==> src/rtl/mod_instruction_mem_ram.sv <==
// Loadable instruction memory: loader port writes a DEPTH-word array and tracks
// program length; fetch port gives registered one-cycle-latency reads with valid/ready.
module mod_instruction_mem_ram #(
  parameter int DATA_WIDTH = 32,
  parameter int ADDR_WIDTH = 30,
  parameter int DEPTH      = 64,
  parameter int LEN_WIDTH  = $clog2(DEPTH) + 1
) (
  input  logic                  clk,
  input  logic                  rst,
  input  logic                  load_en,
  input  logic [ADDR_WIDTH-1:0] load_addr,
  input  logic [DATA_WIDTH-1:0] load_data,
  input  logic                  load_clear,
  output logic                  load_err,
  output logic [LEN_WIDTH-1:0]  prog_len,
  input  logic                  fetch_valid,
  input  logic [ADDR_WIDTH-1:0] fetch_addr,
  output logic                  fetch_ready,
  output logic                  resp_valid,
  input  logic                  resp_ready,
  output logic [DATA_WIDTH-1:0] instruction,
  output logic                  mem_end
);

  localparam int IDX_W = (DEPTH > 1) ? $clog2(DEPTH) : 1;
  localparam logic [ADDR_WIDTH:0] DEPTH_EXT = (ADDR_WIDTH + 1)'(DEPTH);

  logic [DATA_WIDTH-1:0] mem [DEPTH];

  logic                 load_in_range;
  logic                 fetch_accept;
  logic                 fetch_end;
  logic [IDX_W-1:0]     load_idx;
  logic [IDX_W-1:0]     fetch_idx;
  logic [LEN_WIDTH-1:0] load_len;
  logic [LEN_WIDTH-1:0] base_len;
  logic [LEN_WIDTH-1:0] next_len;

  assign load_in_range = ({1'b0, load_addr} < DEPTH_EXT);
  assign load_idx      = load_addr[IDX_W-1:0];
  assign load_len      = LEN_WIDTH'(load_addr) + LEN_WIDTH'(1);
  assign base_len      = load_clear ? '0 : prog_len;

  always_comb begin
    next_len = base_len;
    if (load_en && load_in_range && (load_len > base_len)) begin
      next_len = load_len;
    end
  end

  // Handshake: a request transfers on an edge where fetch_valid && fetch_ready;
  // a response transfers on an edge where resp_valid && resp_ready. The single
  // output register frees up in the same cycle its content is consumed, and
  // fetch_ready never depends on fetch_valid.
  assign fetch_ready  = !resp_valid || resp_ready;
  assign fetch_accept = fetch_valid && fetch_ready;

  // Anything at or past prog_len (including past DEPTH) never touches the array.
  assign fetch_end = ({1'b0, fetch_addr} >= (ADDR_WIDTH + 1)'(prog_len));
  assign fetch_idx = fetch_addr[IDX_W-1:0];

  always_ff @(posedge clk) begin
    if (!rst && load_en && load_in_range) begin
      mem[load_idx] <= load_data;
    end
  end

  always_ff @(posedge clk) begin
    if (rst) begin
      prog_len <= '0;
      load_err <= 1'b0;
    end else begin
      prog_len <= next_len;
      load_err <= load_en && !load_in_range;
    end
  end

  always_ff @(posedge clk) begin
    if (rst) begin
      resp_valid  <= 1'b0;
      instruction <= '0;
      mem_end     <= 1'b0;
    end else if (fetch_accept) begin
      resp_valid  <= 1'b1;
      mem_end     <= fetch_end;
      instruction <= fetch_end ? '0 : mem[fetch_idx];
    end else if (resp_ready) begin
      resp_valid  <= 1'b0;
    end
  end

endmodule

==> config.mk <==
export PLATFORM = sky130hd
export DESIGN_NAME = mod_instruction_mem_ram
export DESIGN_NICKNAME = d
export VERILOG_FILES = /design/src/rtl/mod_instruction_mem_ram.sv
export SDC_FILE = /design/constraint.sdc
export NUM_CORES = 2
export LEC_CHECK = 0
export ABC_AREA = 0
export CORE_AREA = 2 2 483 485
export DETAILED_ROUTE_END_ITERATION = 10
export DIE_AREA = 0 0 485 487
export HOLD_SLACK_MARGIN = 0.15
export PLACE_DENSITY_LB_ADDON = 0.25
export SETUP_SLACK_MARGIN = 0.2
export SLEW_MARGIN = 20
export SYNTH_ARGS = -nofsm -noshare
export SYNTH_HDL_FRONTEND = slang
export SYNTH_SLANG_ARGS = --single-unit
==> constraint.sdc <==
create_clock -name clk -period 4.75 [get_ports clk]
set_input_delay 0.7125 -clock clk [delete_from_list [all_inputs] [get_ports clk]]
set_output_delay 0.7125 -clock clk [all_outputs]
set_load 0.1 [all_outputs]
-- Yosys cells after proc, flatten, opt, wreduce, memory -nomap -nowiden
Memories as Yosys holds them, arrays and structs flattened.
Index checks and enable logic that the tools add are counted.
- $add $sub $neg: 1
- order comparisons: 3
- mux-type cells: 7
- reductions and logical operators: 11
- operators with widths (cell ; number):
    $mux W32 ; 1
    $ge A30 B7 Y1 ; 1
    $lt A30 B7 Y1 const B ; 1
    $mux W7 ; 2
    $add A7 B1 Y7 const B ; 1
    $gt A7 B7 Y1 ; 1
    $logic_and A1 B1 Y1 ; 6
    $mux W1 ; 4
    $logic_not A1 Y1 ; 3
    $reduce_bool A2 Y1 ; 1
    $logic_or A1 B1 Y1 ; 1
- bits in registers: 42
- RAM bits: 2048
- input port bits: 98
- output and inout bits: 43
- word-level logic and storage cells: 28
- memories: 1
- memory list (name ; depth ; bits a word ; rd ports ; clocked after memory_dff ; write ports ; line ; text):
    mem ; 64 ; 32 ; 1 ; 0 ; 1 ; 29 ; logic [DATA_WIDTH-1:0] mem [DEPTH];

-- Depth between registers and ports, before layout
- depth after elaboration: 5
- mapped depth: 14
- mapped depth without buffers: 10

-- Worst setup path after synthesis
OpenSTA, ideal clock, no wires.
- kind: input to register
- start point: input load_addr[28]
- end point: memory mem[19][0] (enable)
- library setup time: 0.421 ns
- arrival time: 3.142 ns
- required time: 4.329 ns
- path slack: 1.186 ns
- cell stages on the path: 5
- buffers on the path: 0
- cell sequence: nor4_1 nand4_1 nor3_1 nand4_1 nor2_1
- cells in the longest elaborated chain, start to end: 4
- RTL lines (element ; line ; text):
    from (decl) ; 12 ; input logic [ADDR_WIDTH-1:0] load_addr,
    $lt A30 B7 Y1 ; 40 ; assign load_in_range = ({1'b0, load_addr} < DEPTH_EXT);
    $logic_and A1 B1 Y1 ; 64 ; if (!rst && load_en && load_in_range) begin
    $mux W1 ; 64 ;
    $mux W1 (not written as such) ; 65 ; mem[load_idx] <= load_data;
    to (decl) ; 29 ;
No other way between the ends.

-- Worst setup path after layout
- start point: register instruction[19]
- end point: output instruction[19]
- RTL lines (element ; line ; text):
    from (decl) ; 22 ; output logic [DATA_WIDTH-1:0] instruction,
    from (signal assigned) ; 87 ; instruction <= fetch_end ? '0 : mem[fetch_idx];
No word-level cell between the ends.

==> reports/metrics.yaml <==
critical_path:
  cp_num_buf_inv: 1
  cp_top_family: "buffers and inverters"
  r2r-start: "prog_len[4]$_SDFF_PP0_"
  cp-start-kind: "flop"
  r2r_end: "instruction[30]$_SDFFE_PP0P_"
  cp.arrival_ns: 2.72
  end_kind: "primary output"
  critPathCapture: "instruction[19]"
  crit_chain: "clkdlybuf4s50_1"
  worstSetupPathDepth: 1
  cp_max_fo: 3
  reg2reg_slack_ns: 1.76
  critPathRequiredTime_ns: 4.04
  reg2reg_depth: 8
  cp_slowest_stage_delay_ns: 1.24
  crit_start: "instruction[19]$_SDFFE_PP0P_"
  critical_path.slowest_cell: "clkdlybuf4s50_1"
  critPathKind: "reg2out"
grt:
  use_met1: 0.264
  busiest_layer: "met2"
  antenna_found_initial: 11
  grt_pass1_vias: 40000
  overflow: 0
  grt_max_degree: 65
  grtUsageMet2: 0.327
  gr-usage-met3: 0.0251
  globalRouteTotalUtil: 0.194
  grt_pass1_wl_um: 323000
power_and_ir_drop:
  vdd_drop_max_v: 0.000424
  total_power_mw: 38.5
  p_leak_nw: 29.3
  power_density_mw_per_mm2: 409
cts:
  cts_resized: 0
  cts_sinks: 2090
  cts_tree: "yes"
  h-tree-depth: 4
  path_clk_slew_ns: 0.06
  cts_setup_buffers: 0
  cts_buffers: 215
  cts_hold_buffers: 1
  insertion_delay_ns: 0.85
  clock_path_buffers: 3
  cts_root_buf: "clkbuf_16"
logic_synthesis:
  synthCells: 3556
  synth_area_mm2: 0.0804
  async_reset_ff_frac: 0
  synth-edff-count: 2048
  synth_seq_cells: 2090
  ys.warnings.count: 0
  avgSynthCellArea_um2: 22.6
  syn-num-nets: 3669
  ys_types: 62
  synth_ff_type: "edfxtp_1"
  ys_seq_area_frac: 0.775
worst_hold_path:
  hold_class: "in2reg"
timing:
  max_slew_margin: 0.260
  worst_pin_slew_ns: 1.10
  hold_slack_ns: 0.344
  finalMaxSlewViolations: 0
  worst_slack_ns: 1.31
  setup_viol: 0
  tns_ns: 0
  finalCritPeriodShare: 0.723
  fmax_ghz: 0.291
  hold_violations: 0
  clock_skew_ns: 0.0370
  min_period_ns: 3.44
  rsz0062_at_grt: "no"
drt:
  dr.pass1.iters: 5
  vias_per_cell: 5.46
  drcViolationCount: 0
  antenna_left: 0
  avgRoutedWirePerCell_um: 32.1
  via_count: 39200
  drt_iter0_markers: 4467
  finalWirelength_um: 231000
floorplan:
  rows: 177
  start_util: 0.348
  die_w_um: 485
  dieArea_mm2: 0.236
  die_h_um: 487
  io_pins: 141
  coreArea_mm2: 0.231
layout:
  num-fill-cells: 20100
  final_core_util: 0.407
  multiInputGateArea_mm2: 0.0174
  stdcell_count: 7185
  layout_commonest_cell: "edfxtp_1"
  final_cell_mix: "edfxtp_1, mux4_2, clkbuf_16"
  drive_gt1_frac: 0.287
  nets: 4065
  regArea_mm2: 0.0623
  area_growth_syn_to_layout_pct: 17.0
  finalInstanceArea_mm2: 0.0941
run_status:
  outcome: "complete, no violations"
placement:
  post-dp-hpwl_um: 134000
  place_area_mm2: 0.0873
  portBuffers: 140
  post-place-ws_ns: 0.735
  placed_cells: 6777
  place_congestion: 0.824
run:
  cap_violations: 0
## synthesized netlist by cell type, drive strengths merged, types with 5 or more instances
cell type  number  area share
mux4          527        0.15
ha             15      0.0023
nor3            5     0.00031
and3            6     0.00047
a211oi         25      0.0024
nand4           7     0.00054
clkbuf         57      0.0027
nand2          78      0.0036
edfxtp       2048        0.76
nor4           14      0.0011
o221ai         13      0.0014
o31ai           8     0.00075
a31oi           9     0.00070
a21oi          53      0.0033
inv            17     0.00079
o22ai          15      0.0012
buf           128       0.011
nand3          22      0.0014
mux2           21      0.0029
mux2i         147       0.018
nor2          104      0.0049
nor2b          27      0.0021
o21ai          38      0.0024
a22oi          59      0.0055
dfxtp          42       0.010
nand2b         12     0.00093
a221oi         10      0.0012
## report_power, final
| group | switching, mW | leakage, nW | internal [mW] |
|---|---|---|---|
| clock network | 6.98 | 3.32 | 9.45 |
| logic | 1.17 | 7.20 | 0.697 |
| registers | 0.00210 | 18.7 | 20.2 |
| total | 8.16 | 29.3 | 30.4 |
## worst min path at each step
stage	from	endpoint	slack, ns	cells past startpoint
after floorplan	mem[12][24]$_DFFE_PP_	instruction[24]$_SDFFE_PP0P_	0.72	6
after global placement	instruction[3]$_SDFFE_PP0P_	instruction[3]$_SDFFE_PP0P_	0.45	2
after detailed placement	instruction[3]$_SDFFE_PP0P_	instruction[3]$_SDFFE_PP0P_	0.46	2
after CTS	load_data[12]	mem[22][12]$_DFFE_PP_	0.28	1
after global routing	load_data[12]	mem[18][12]$_DFFE_PP_	0.30	1
final	load_data[12]	mem[18][12]$_DFFE_PP_	0.34	1
## cells by family (layout without fill, tap and decap cells)
kind of cell,Yosys count,in the layout,synth area share
AO/OA/AOI/OAI,260,260,0.0220
XOR/XNOR,5,5,0.000544
adder cells (fa/ha/maj),15,15,0.00233
buffers and inverters,202,781,0.0149
flip-flops,2090,2090,0.775
multiplexers,695,695,0.169
other,0,7,0
AND/OR/NAND/NOR,289,289,0.0165
## registers in the layout, indices dropped and copies added, names as in the netlist
register	cells
prog_len	7
mem_end	1
mem	2048
instruction	32
load_err	1
resp_valid	1
## layout make-up
type	instances	share of cell area
antenna	7	0.000186
clock buffer	294	0.0626
clock inverter	106	0.00998
inverter	17	0.000704
multi-input combinational	1264	0.185
sequential	2090	0.662
tap	3043	0.0404
timing repair buffer	364	0.0388
## layer usage
| metal | share of wire | up-vias |
|---|---|---|
| li1 | - | 16000 |
| met1 | 0.42 | 21600 |
| met2 | 0.50 | 1350 |
| met3 | 0.053 | 280 |
| met4 | 0.027 | 4 |
| met5 | 0.00010 | - |
No activity file was read; power rests on OpenSTA's default activity.
